`src/rtl/sign_lms_filter.sv`:
```
// Adaptive anti-noise FIR with sign-error LMS coefficient update.
// One multiplier is time-shared across the taps; one sample pair per ready_in/done_out handshake.
module sign_lms_filter #(
    parameter int NUM_TAPS = 32,
    parameter int MU_SHIFT = 8
) (
    input  logic               clk_in,
    input  logic               reset_n_in,
    input  logic               ready_in,
    input  logic signed [15:0] x_in,
    input  logic signed [15:0] error_in,
    input  logic               adapt_en_in,
    output logic signed [15:0] y_out,
    output logic               done_out,
    output logic               busy_out
);

    localparam int IDX_W = $clog2(NUM_TAPS);
    localparam int ACC_W = 32 + IDX_W;

    typedef enum logic [2:0] {
        IDLE,
        UPDATE,
        SHIFT,
        MAC,
        OUT
    } state_t;

    state_t                    state_reg;
    state_t                    state_next;
    logic [IDX_W-1:0]          idx_reg;
    logic signed [15:0]        x_lat_reg;
    logic                      err_neg_reg;
    logic signed [15:0]        xd_reg [NUM_TAPS];
    logic signed [15:0]        w_reg  [NUM_TAPS];
    logic signed [ACC_W-1:0]   acc_reg;
    logic signed [15:0]        y_reg;

    logic                      last_idx;
    logic signed [15:0]        xd_sel;
    logic signed [15:0]        w_sel;
    logic signed [31:0]        prod;
    logic signed [ACC_W-1:0]   acc_sum;
    logic signed [15:0]        upd_term;
    logic signed [16:0]        upd_sum;
    logic signed [15:0]        upd_sat;

    function automatic logic signed [15:0] sat17(input logic signed [16:0] v);
        if (v[16] != v[15]) begin
            return v[16] ? 16'sh8000 : 16'sh7fff;
        end
        return v[15:0];
    endfunction

    function automatic logic signed [15:0] sat_acc(input logic signed [ACC_W-1:0] a);
        logic signed [ACC_W-1:0] s;
        s = a >>> 15;
        if ((&s[ACC_W-1:15]) || !(|s[ACC_W-1:15])) begin
            return s[15:0];
        end
        return s[ACC_W-1] ? 16'sh8000 : 16'sh7fff;
    endfunction

    // Shared tap datapath: the same index selects the operand pair for both UPDATE and MAC.
    assign last_idx = (idx_reg == IDX_W'(NUM_TAPS - 1));
    assign xd_sel   = xd_reg[idx_reg];
    assign w_sel    = w_reg[idx_reg];
    assign prod     = 32'(xd_sel) * 32'(w_sel);
    assign acc_sum  = acc_reg + ACC_W'(prod);
    assign upd_term = xd_sel >>> MU_SHIFT;
    assign upd_sum  = err_neg_reg ? (17'(w_sel) + 17'(upd_term))
                                  : (17'(w_sel) - 17'(upd_term));
    assign upd_sat  = sat17(upd_sum);

    always_comb begin
        state_next = state_reg;
        case (state_reg)
            IDLE: begin
                if (ready_in) begin
                    state_next = (adapt_en_in && (error_in != 16'sd0)) ? UPDATE : SHIFT;
                end
            end
            UPDATE:  if (last_idx) state_next = SHIFT;
            SHIFT:   state_next = MAC;
            MAC:     if (last_idx) state_next = OUT;
            OUT:     state_next = IDLE;
            default: state_next = IDLE;
        endcase
    end

    always_ff @(posedge clk_in or negedge reset_n_in) begin
        if (!reset_n_in) begin
            state_reg   <= IDLE;
            idx_reg     <= '0;
            x_lat_reg   <= '0;
            err_neg_reg <= 1'b0;
            acc_reg     <= '0;
            y_reg       <= '0;
        end else begin
            state_reg <= state_next;
            // Counter runs only in the per-tap states; the power-of-two length makes it wrap to 0 on exit.
            if (state_reg == UPDATE || state_reg == MAC) begin
                idx_reg <= idx_reg + 1'b1;
            end else begin
                idx_reg <= '0;
            end
            if (state_reg == IDLE && ready_in) begin
                x_lat_reg   <= x_in;
                err_neg_reg <= error_in[15];
            end
            if (state_reg == SHIFT) begin
                acc_reg <= '0;
            end else if (state_reg == MAC) begin
                acc_reg <= acc_sum;
            end
            // Output is registered on the last MAC cycle so it is already valid during the done strobe.
            if (state_reg == MAC && last_idx) begin
                y_reg <= sat_acc(acc_sum);
            end
        end
    end

    generate
        for (genvar gi = 0; gi < NUM_TAPS; gi++) begin : g_tap
            always_ff @(posedge clk_in or negedge reset_n_in) begin
                if (!reset_n_in) begin
                    w_reg[gi] <= '0;
                end else if (state_reg == UPDATE && idx_reg == IDX_W'(gi)) begin
                    w_reg[gi] <= upd_sat;
                end
            end

            if (gi == 0) begin : g_head
                always_ff @(posedge clk_in or negedge reset_n_in) begin
                    if (!reset_n_in) begin
                        xd_reg[gi] <= '0;
                    end else if (state_reg == SHIFT) begin
                        xd_reg[gi] <= x_lat_reg;
                    end
                end
            end else begin : g_body
                always_ff @(posedge clk_in or negedge reset_n_in) begin
                    if (!reset_n_in) begin
                        xd_reg[gi] <= '0;
                    end else if (state_reg == SHIFT) begin
                        xd_reg[gi] <= xd_reg[gi-1];
                    end
                end
            end
        end
    endgenerate

    assign y_out    = y_reg;
    assign done_out = (state_reg == OUT);
    assign busy_out = (state_reg != IDLE);

endmodule

```
`config.mk`:
```
export PLATFORM = sky130hd
export DESIGN_NAME = sign_lms_filter
export DESIGN_NICKNAME = d
export VERILOG_FILES = /design/src/rtl/sign_lms_filter.sv
export SDC_FILE = /design/constraint.sdc
export NUM_CORES = 2
export LEC_CHECK = 0
export ABC_AREA = 1
export CAP_MARGIN = 20
export CORE_ASPECT_RATIO = 1.25
export CORE_MARGIN = 1
export CORE_UTILIZATION = 50
export CTS_CLUSTER_DIAMETER = 150
export DETAILED_ROUTE_END_ITERATION = 8
export PLACE_DENSITY = 0.66
export SLEW_MARGIN = 20
export SYNTH_ARGS = -nofsm -noshare
export SYNTH_HDL_FRONTEND = slang
export SYNTH_SLANG_ARGS = --single-unit
```
`constraint.sdc`:
```
create_clock -name clk_in -period 8.5 [get_ports clk_in]
set_clock_uncertainty 0.15 [all_clocks]
set_input_delay 1.7 -clock clk_in [delete_from_list [all_inputs] [get_ports clk_in]]
set_output_delay 1.7 -clock clk_in [all_outputs]
set_load 0.05 [all_outputs]
```
Word level (Yosys, flattened, before mapping)
Cells that the tools add are included.
{ "op_classes": {"add_sub_neg": 4, "mul": 1, "magnitude_cmp": 1, "n_eq_ne": 39, "n_mux": 24, "n_bitwise": 1, "reduce_logical": 46} }
{ "op_table": {"columns": ["operator", "n"], "rows": [
  ["16-bit binary-select mux with 5-bit select", 2],
  ["16-bit two-way mux", 10],
  ["5-bit equality test, second input constant", 16],
  ["37-bit two-way mux", 2],
  ["5-bit by 4-bit equality test with 1-bit output, second input constant", 8],
  ["37-bit by 32-bit adder with 37-bit output", 1],
  ["1-bit logical AND", 35],
  ["16-bit by 16-bit multiplier with 32-bit output", 1],
  ["5-bit by 3-bit equality test with 1-bit output, second input constant", 4],
  ["16-bit by 8-bit adder with 17-bit output", 1],
  ["17-bit two-way mux", 1],
  ["16-bit by 8-bit subtractor with 17-bit output", 1],
  ["16-bit nonzero test", 1],
  ["3-bit one-hot mux with 4 select lines", 1],
  ["5-bit by 2-bit equality test with 1-bit output, second input constant", 2],
  ["3-bit two-way mux", 3],
  ["7-bit AND reduction", 1],
  ["7-bit OR reduction", 1],
  ["3-bit by 2-bit equality test with 1-bit output, second input constant", 2],
  ["6-bit >= comparator, second input constant", 1],
  ["2-bit != test, second input constant", 3],
  ["5-bit inverter with 6-bit output", 1],
  ["5-bit by 1-bit adder with 5-bit output, second input constant", 1],
  ["5-bit by 1-bit equality test with 1-bit output, second input constant", 1],
  ["other kinds (13)", 16]
]} }
{ "totals": {"reg_bits": 1102, "out_inout_bits": 18} }

Depth between registers and ports, before layout
{ "depth": {"ltp_word": 12, "mapped_depth": 46, "mapped_depth_nobuf": 40} }

Least setup slack after synthesis
No wires, ideal clock.
{ "synth_timing": {"kind": "reg2reg", "from": "register idx_reg[0]", "to": "register y_reg[10], in the netlist y_out[10]", "arrival_time_ps": 7581, "required_time_ps": 8229, "slack_ps": 648, "stages_incl_launch_ff": 39, "period_less_slack_ps": 7852, "path_cell_list": "dfrtp_1 > inv_2 > buf_4 > buf_6 > buf_4 > clkbuf_1 > o21ai_0 > o22ai_1 > nand2_1 > nand3_1 > a211oi_1 > nor2_1 > inv_1 > buf_2 > nor2_1 > fa_1 > fa_1 > inv_1 > [3 not listed] > inv_1 > fa_1 > inv_1 > fa_1 > ha_1 > nand2_1 > inv_1 > a21oi_1 > o21ai_0 > nor2_1 > nand2_1 > nand2_1 > nand2_1 > nor2_1 > nand3_1 > a21oi_4 > buf_4 > a21oi_1"} }
{ "synth_via": {"elab_chain_cells": 12, "elab_cells_between_ends": 20, "cone_classes": "1 x add/sub; 1 x mul; 1 x eq/ne; 11 x mux; 1 x bitwise; 5 x reduce/logical"} }
{ "synth_lines": {"columns": ["element", "line_no", "source"], "rows": [
  ["from (decl)", "31", "logic [IDX_W-1:0] idx_reg;"],
  ["from (signal assigned)", "103", "idx_reg <= idx_reg + 1'b1;"],
  ["5-bit inverter with 6-bit output (not written as such)", "66, 67", null],
  ["16-bit binary-select mux with 5-bit select, on equally long branches", "66, 67", null],
  ["16-bit two-way mux, on equally long branches (2 in series)", "66, 67", null],
  ["16-bit by 16-bit multiplier with 32-bit output", "68", "assign prod = 32'(xd_sel) * 32'(w_sel);"],
  ["37-bit by 32-bit adder with 37-bit output", "69", "assign acc_sum = acc_reg + ACC_W'(prod);"],
  ["7-bit OR reduction", "58", "if ((&s[ACC_W-1:15]) || !(|s[ACC_W-1:15])) begin"],
  ["1-bit logical NOT", "58", null],
  ["1-bit logical OR", "58", null],
  ["1-bit two-way mux", "58", null],
  ["1-bit two-way mux", "117", "if (state_reg == MAC && last_idx) begin"],
  ["16-bit two-way mux", "61", "return s[ACC_W-1] ? 16'sh8000 : 16'sh7fff;"],
  ["to (signal assigned)", "118", "y_reg <= sat_acc(acc_sum);"],
  ["to (decl)", "37", "logic signed [15:0] y_reg;"]
]} }
Parallel ways exist; a longest one is shown, timed or not. The select of a mux whose other input is x is not followed.
A chain may end at the register's enable or synchronous reset.

Final worst setup path
{ "layout_timing": {"from": "register idx_reg[0]", "to": "register y_reg[3], in the netlist y_out[3]"} }
Same word-level chain as after synthesis.

==> flow_metrics.py <==
metrics = {
    "final_layout": {
        "layout.nets": 8689,
        "area_growth_pct": 12.20,
        "drive_above_1_share_pct": 8.772,
    },
    "clock_tree": {
        "clkLatencyLatePin_ps": 780,
        "clk_path_buf_depth": 3,
        "hold_buffers": 0,
        "cts_max_level": 3,
        "root_buffer": "clkbuf_16",
        "cts.sinks": 1102,
        "cts.clk_slew.worst_paths_ps": 60,
        "cts_tree": "built",
        "cts_buffers": 114,
    },
    "detailed_routing": {
        "drc": 0,
        "wl_per_cell_um": 19.87,
        "dr.first_iter.drc_count": 5740,
        "via_count": 55660,
        "first_pass_iters": 6,
        "routed_wl_um": 199000,
        "drtAntennaViolNets": 0,
        "via_per_inst": 5.558,
    },
    "logic_synthesis": {
        "synth_edf_count": 0,
        "synth_area_mm2": 0.06472,
        "synth_most_common_cell": "nand2_1",
        "synth_area_per_cell_um2": 7.908,
        "syn-num-nets": 8673,
        "async_flop_share_pct": 100.0,
        "ys.flop_type": "dfrtp_1",
        "yosysWarningCount": 0,
        "postSynthCellCount": 8184,
        "synth.top_cells.by_count": "nand2_1, dfrtp_1, o21ai_0",
        "postSynthRegisterBits": 1102,
        "synth_seq_area_share_pct": 42.61,
        "synth.distinct_cells": 53,
        "yosys-top-cells-area": "dfrtp_1, nand2_1, fa_1",
        "yosysTopAreaCell": "dfrtp_1",
        "netlist.area_leader.share_pct": 42.61,
    },
    "worst_setup_path": {
        "cp_common_cell": "nand2_1",
        "worstSetupPathType": "reg -> reg",
        "worstSetupStartpoint": "idx_reg[0]",
        "cp.required_ps": 8990,
        "arrival_ps": 8700,
        "slowest_stage": "fa_2",
        "critical_path.top_delay_family": "adder cells",
        "critPathLaunchType": "flip-flop",
        "end_kind": "flip-flop",
        "worst-path-buf-inv": 12,
        "path_max_fanout": 19,
        "cp_slowest_stage_delay_ps": 610,
        "r2r-start": "idx_reg[0]",
    },
    "floorplan": {
        "fp-row-count": 147,
        "io_pins": 54,
        "fp.dieH_um": 404.3,
        "die_area_mm2": 0.1309,
        "die_w_um": 323.8,
        "core_mm2": 0.1284,
        "initial_core_util_pct": 50.41,
    },
    "min_path": {
        "hp-start": "x_lat_reg[6]",
        "hold_path.class": "reg -> reg",
    },
    "sta": {
        "period_needed_ps": 8212,
        "drv_slew": 0,
        "finalSetupTns_ps": 0,
        "fmax_mhz": 121.8,
        "hold_violations": 0,
        "setup_viol": 0,
        "slew_headroom_pct": 23.95,
        "tightestPinTransition_ps": 1141,
        "min_period_over_period_pct": 96.61,
    },
    "place": {
        "dp_hpwl_um": 130800,
        "numPortBuffers": 53,
        "place.gp.congestion": 0.9486,
    },
    "run": {
        "maxCapViolCount": 0,
    },
    "global_route": {
        "overflow": 0,
        "grt_pass1_vias": 54343,
        "gr-usage-all-layers_pct": 30.45,
        "grt_pass1_wl_um": 311200,
        "antenna_found_initial": 5,
        "grt_max_degree": 274,
    },
    "outcome": {
        "outcome": "completed",
    },
}
## logic make-up (layout without fill, tap and decap cells)
family,Yosys count,in the layout,synth area share [%]
AO/OA/AOI/OAI,1516,1516,12.46
multiplexers,17,17,0.2938
buffers and inverters,1343,1457,8.902
adder cells (fa/ha/maj),453,453,12.46
XOR/XNOR,40,40,0.5413
AND/OR/NAND/NOR,3713,3714,22.74
other,0,3,0
flip-flops,1102,1102,42.61
## per-layer routing
metal  up-vias  track usage [%]  share of wire (%)
li1      25843                -                  -
met1     27322            40.81                 41
met2      2053            49.12                 48
met3       440            4.569                7.1
met4         2            12.99                4.2
met5         -                0             0.0055
## area by class of cell
class | instances | area (um^2)
tap | 1713 | 2143
multi-input combinational | 5740 | 31800
timing repair buffer | 400 | 4036
clock inverter | 53 | 563.0
sequential | 1102 | 27590
fill | 11924 | 55760
antenna | 3 | 7.507
clock buffer | 162 | 3263
inverter | 842 | 3221
## tightest hold or removal path, stage by stage (launching register included)
cell and delay, ps:
dfrtp_1 340, nand2_1 50, nand2_1 50
## cells in the final DEF (no fill, tap or decap), drive strengths merged, types with 25 or more instances in the layout
cell,n
nor2,581
xor2,25
dfrtp,1102
nand3,369
nand4,29
o21ai,976
nand2,2688
clkdlybuf4s50,52
clkbuf,171
inv,827
a21oi,336
ha,134
fa,319
clkinv,51
o22ai,115
buf,339
## per-stage QoR
stage	setup slack [ps]	utilization, %	instances	hold slack [ps]	cell area, um^2
final	288.1	56.57	10015	306.9	72620
after global routing	-12.83	56.56	10012	337.8	72610
after CTS	48.23	55.91	9983	316.9	71780
after detailed placement	-202.4	52.84	9764	309.8	67840
after global placement	-150.3	52.84	9764	304.5	67830
after floorplan	647.7	-	8184	292.2	64720
## timing repair
action,in CTS,in global routing
pin swaps,0,14
endpoints found under the setup margin,17,21
endpoints found under the hold margin,0,0
cloned,1,10
resized for setup,18,105
buffers inserted,3,19
## path summary, 6_finish.rpt
check	end	slack [ps]	cells past startpoint
worst max-delay path	y_out[3]	290	37
worst min-delay path	xd_reg[502]	310	2
worst max register to register	y_out[3]	290	37
worst min register to register	xd_reg[502]	310	2
max in group asynchronous	xd_reg[154]	5460	3
min in group asynchronous	w_reg[346]	870	1
Power is not shown: default switching activity piles up to over one toggle a cycle in this logic, so the estimate is an artifact.
==> patch: new RTL, same settings <==
Set the parameter `NUM_TAPS` to 16 (it was 32).
--- a/src/rtl/sign_lms_filter.sv
+++ b/src/rtl/sign_lms_filter.sv
@@ -1,7 +1,7 @@
 // Adaptive anti-noise FIR with sign-error LMS coefficient update.
 // One multiplier is time-shared across the taps; one sample pair per ready_in/done_out handshake.
 module sign_lms_filter #(
-    parameter int NUM_TAPS = 32,
+    parameter int NUM_TAPS = 16,
     parameter int MU_SHIFT = 8
 ) (
     input  logic               clk_in,
Check against the original RTL: same outputs for any inputs over 4 cycles, from zero or initial values and one cycle with reset_n_in low; that may be too few to reach the edited logic, so the function may still have changed.
==> patch against the original RTL <==
Routed wire length down 46%; worst setup slack better by 0.20 ns; count of clock-buffer cells in the layout down 66; hold slack better by 0.016 ns; non-clock buffer count down 235; critical path depth down 1; sequential cell count down 514; sequential share of layout area down 4.4 points; synthesized area down 39%; core utilization down 0.96 points; final area down 40%; largest cell class unchanged; highest routed layer is now met4.
Power is left out: the tool's default activity adds up to more than one toggle a clock period on the data nets, which glitch-free logic cannot reach.
==> patch: results (changes against the original RTL) <==
{
  "rr_endpoint": "y_out[0]",
  "share_of_post_route_cells_with_drive_strength_above_1": {"value": 0.0597, "change": "-0.0280"},
  "status": "complete, no violations",
  "synth-compound-area-share": {"value": 0.133, "change": "+0.00843"},
  "post_synth_most_frequent_cells": "1,152 x sky130_fd_sc_hd__nand2_1, 688 x sky130_fd_sc_hd__inv_1, 588 x sky130_fd_sc_hd__dfrtp_1",
  "drt-wirelength-per-cell": {"value": 18.2, "unit": "um", "change": "-8.6%"},
  "firstDrtPassIters": {"value": 7, "change": "+1"},
  "arrival": {"value": 8.41, "unit": "ns", "change": "-0.29 ns"},
  "synth.lib_cells_used.distinct": {"value": 50, "change": "-5.7%"},
  "place_congestion": {"value": 0.968, "change": "+2.0%"},
  "hold_sp": "xd_reg[232]",
  "detail_route.wirelength": {"value": 108000, "unit": "um", "change": "-46%"},
  "placement.setup.worst_slack": {"value": 0.300, "unit": "ns", "change": "+0.502 ns"},
  "grt_start_max_net_pins": {"value": 169, "change": "-38%"},
  "post_synthesis_share_of_cell_area_spent_on_xor_and_xnor_gates": {"value": 0.00836, "change": "+0.00295"},
  "antenna-diode-count": {"value": 0, "change": "-3"},
  "path_max_fanout": {"value": 30, "change": "+11"},
  "dp_hpwl": {"value": 75600, "unit": "um", "change": "-42%"},
  "delay_contributed_by_the_slowest_stage_of_the_critical_path": {"value": 0.67, "unit": "ns", "change": "+0.06 ns"},
  "whs_endpoint": "xd_reg[216]",
  "number_of_antenna_violations_at_the_first_check_in_global_routing": {"value": 0, "change": "-5"},
  "syn-instance-count": {"value": 4908, "change": "-40%"},
  "fill_cells": {"value": 7432, "change": "-38%"},
  "drt_iter0_drc": {"value": 2711, "change": "-53%"},
  "post_synth_adder_cell_area": {"value": 0.199, "change": "+0.0748"},
  "synth_nets": {"value": 5389, "change": "-38%"},
  "yosysSeqAreaShare": {"value": 0.370, "change": "-0.0563"},
  "timing_worst_slew_pin_value": {"value": 1.10, "unit": "ns", "change": "-0.0406 ns"},
  "cts_made_buffers": {"value": 67, "change": "-41%"},
  "mux_share_of_post_synthesis_cell_area": {"value": 0.00481, "change": "+0.00187"},
  "dp_cells": {"value": 5857, "change": "-40%"}
}
==> patch: cell count changes in the layout (fill, tap and decap cells not counted), moves of 137 or more <==
| cell | delta |
|---|---|
| sky130_fd_sc_hd__buf_4 | -180 |
| sky130_fd_sc_hd__nand2_1 | -1508 |
| sky130_fd_sc_hd__dfrtp_1 | -513 |
| sky130_fd_sc_hd__o21ai_0 | -385 |
| sky130_fd_sc_hd__nand3_1 | -236 |
| sky130_fd_sc_hd__a31oi_1 | +137 |
==> patch: metrics by stage <==
step	area, um^2	hold WS [ns]
CTS	43700	0.327
detailed placement	41400	0.311
global placement	41400	0.303
global route	43800	0.339
finish	43800	0.323
floorplan	39800	0.293
==> patch: repair_timing <==
action                     4_1_cts  5_1_grt
resized for setup                0       15
hold buffers                     0        0
setup endpoints to repair        0       16
hold endpoints to repair         0        0
==> patch: worst max path at each step <==
stage / startpoint / slack [ns] / cells past startpoint / end
final: idx_reg[0] / 0.49 / 36 / y_out[0]
after global routing: idx_reg[1] / 0.01 / 36 / y_out[2]
after CTS: idx_reg[0] / 0.26 / 36 / y_out[0]
after detailed placement: idx_reg[0] / 0.30 / 36 / y_out[5]
after global placement: idx_reg[0] / 0.35 / 36 / y_out[3]
after floorplan: idx_reg[0] / 0.92 / 35 / y_out[10]
==> patch: metal layers <==
metal	vias to the layer above	track usage	routed length (um)
li1	15400	-	-
met1	15800	0.368	46600
met2	873	0.454	52400
met3	243	0.0363	5220
met4	0	0.114	4250
met5	-	0	0
==> patch: area by class of cell <==
type / instances / share of cell area
clock buffers: 96 / 0.0452
inverters: 700 / 0.0605
multi-input cells: 3353 / 0.485
well taps: 1053 / 0.0301
clock inverters: 19 / 0.00577
repair buffers: 165 / 0.0368
flip-flops and latches: 588 / 0.336
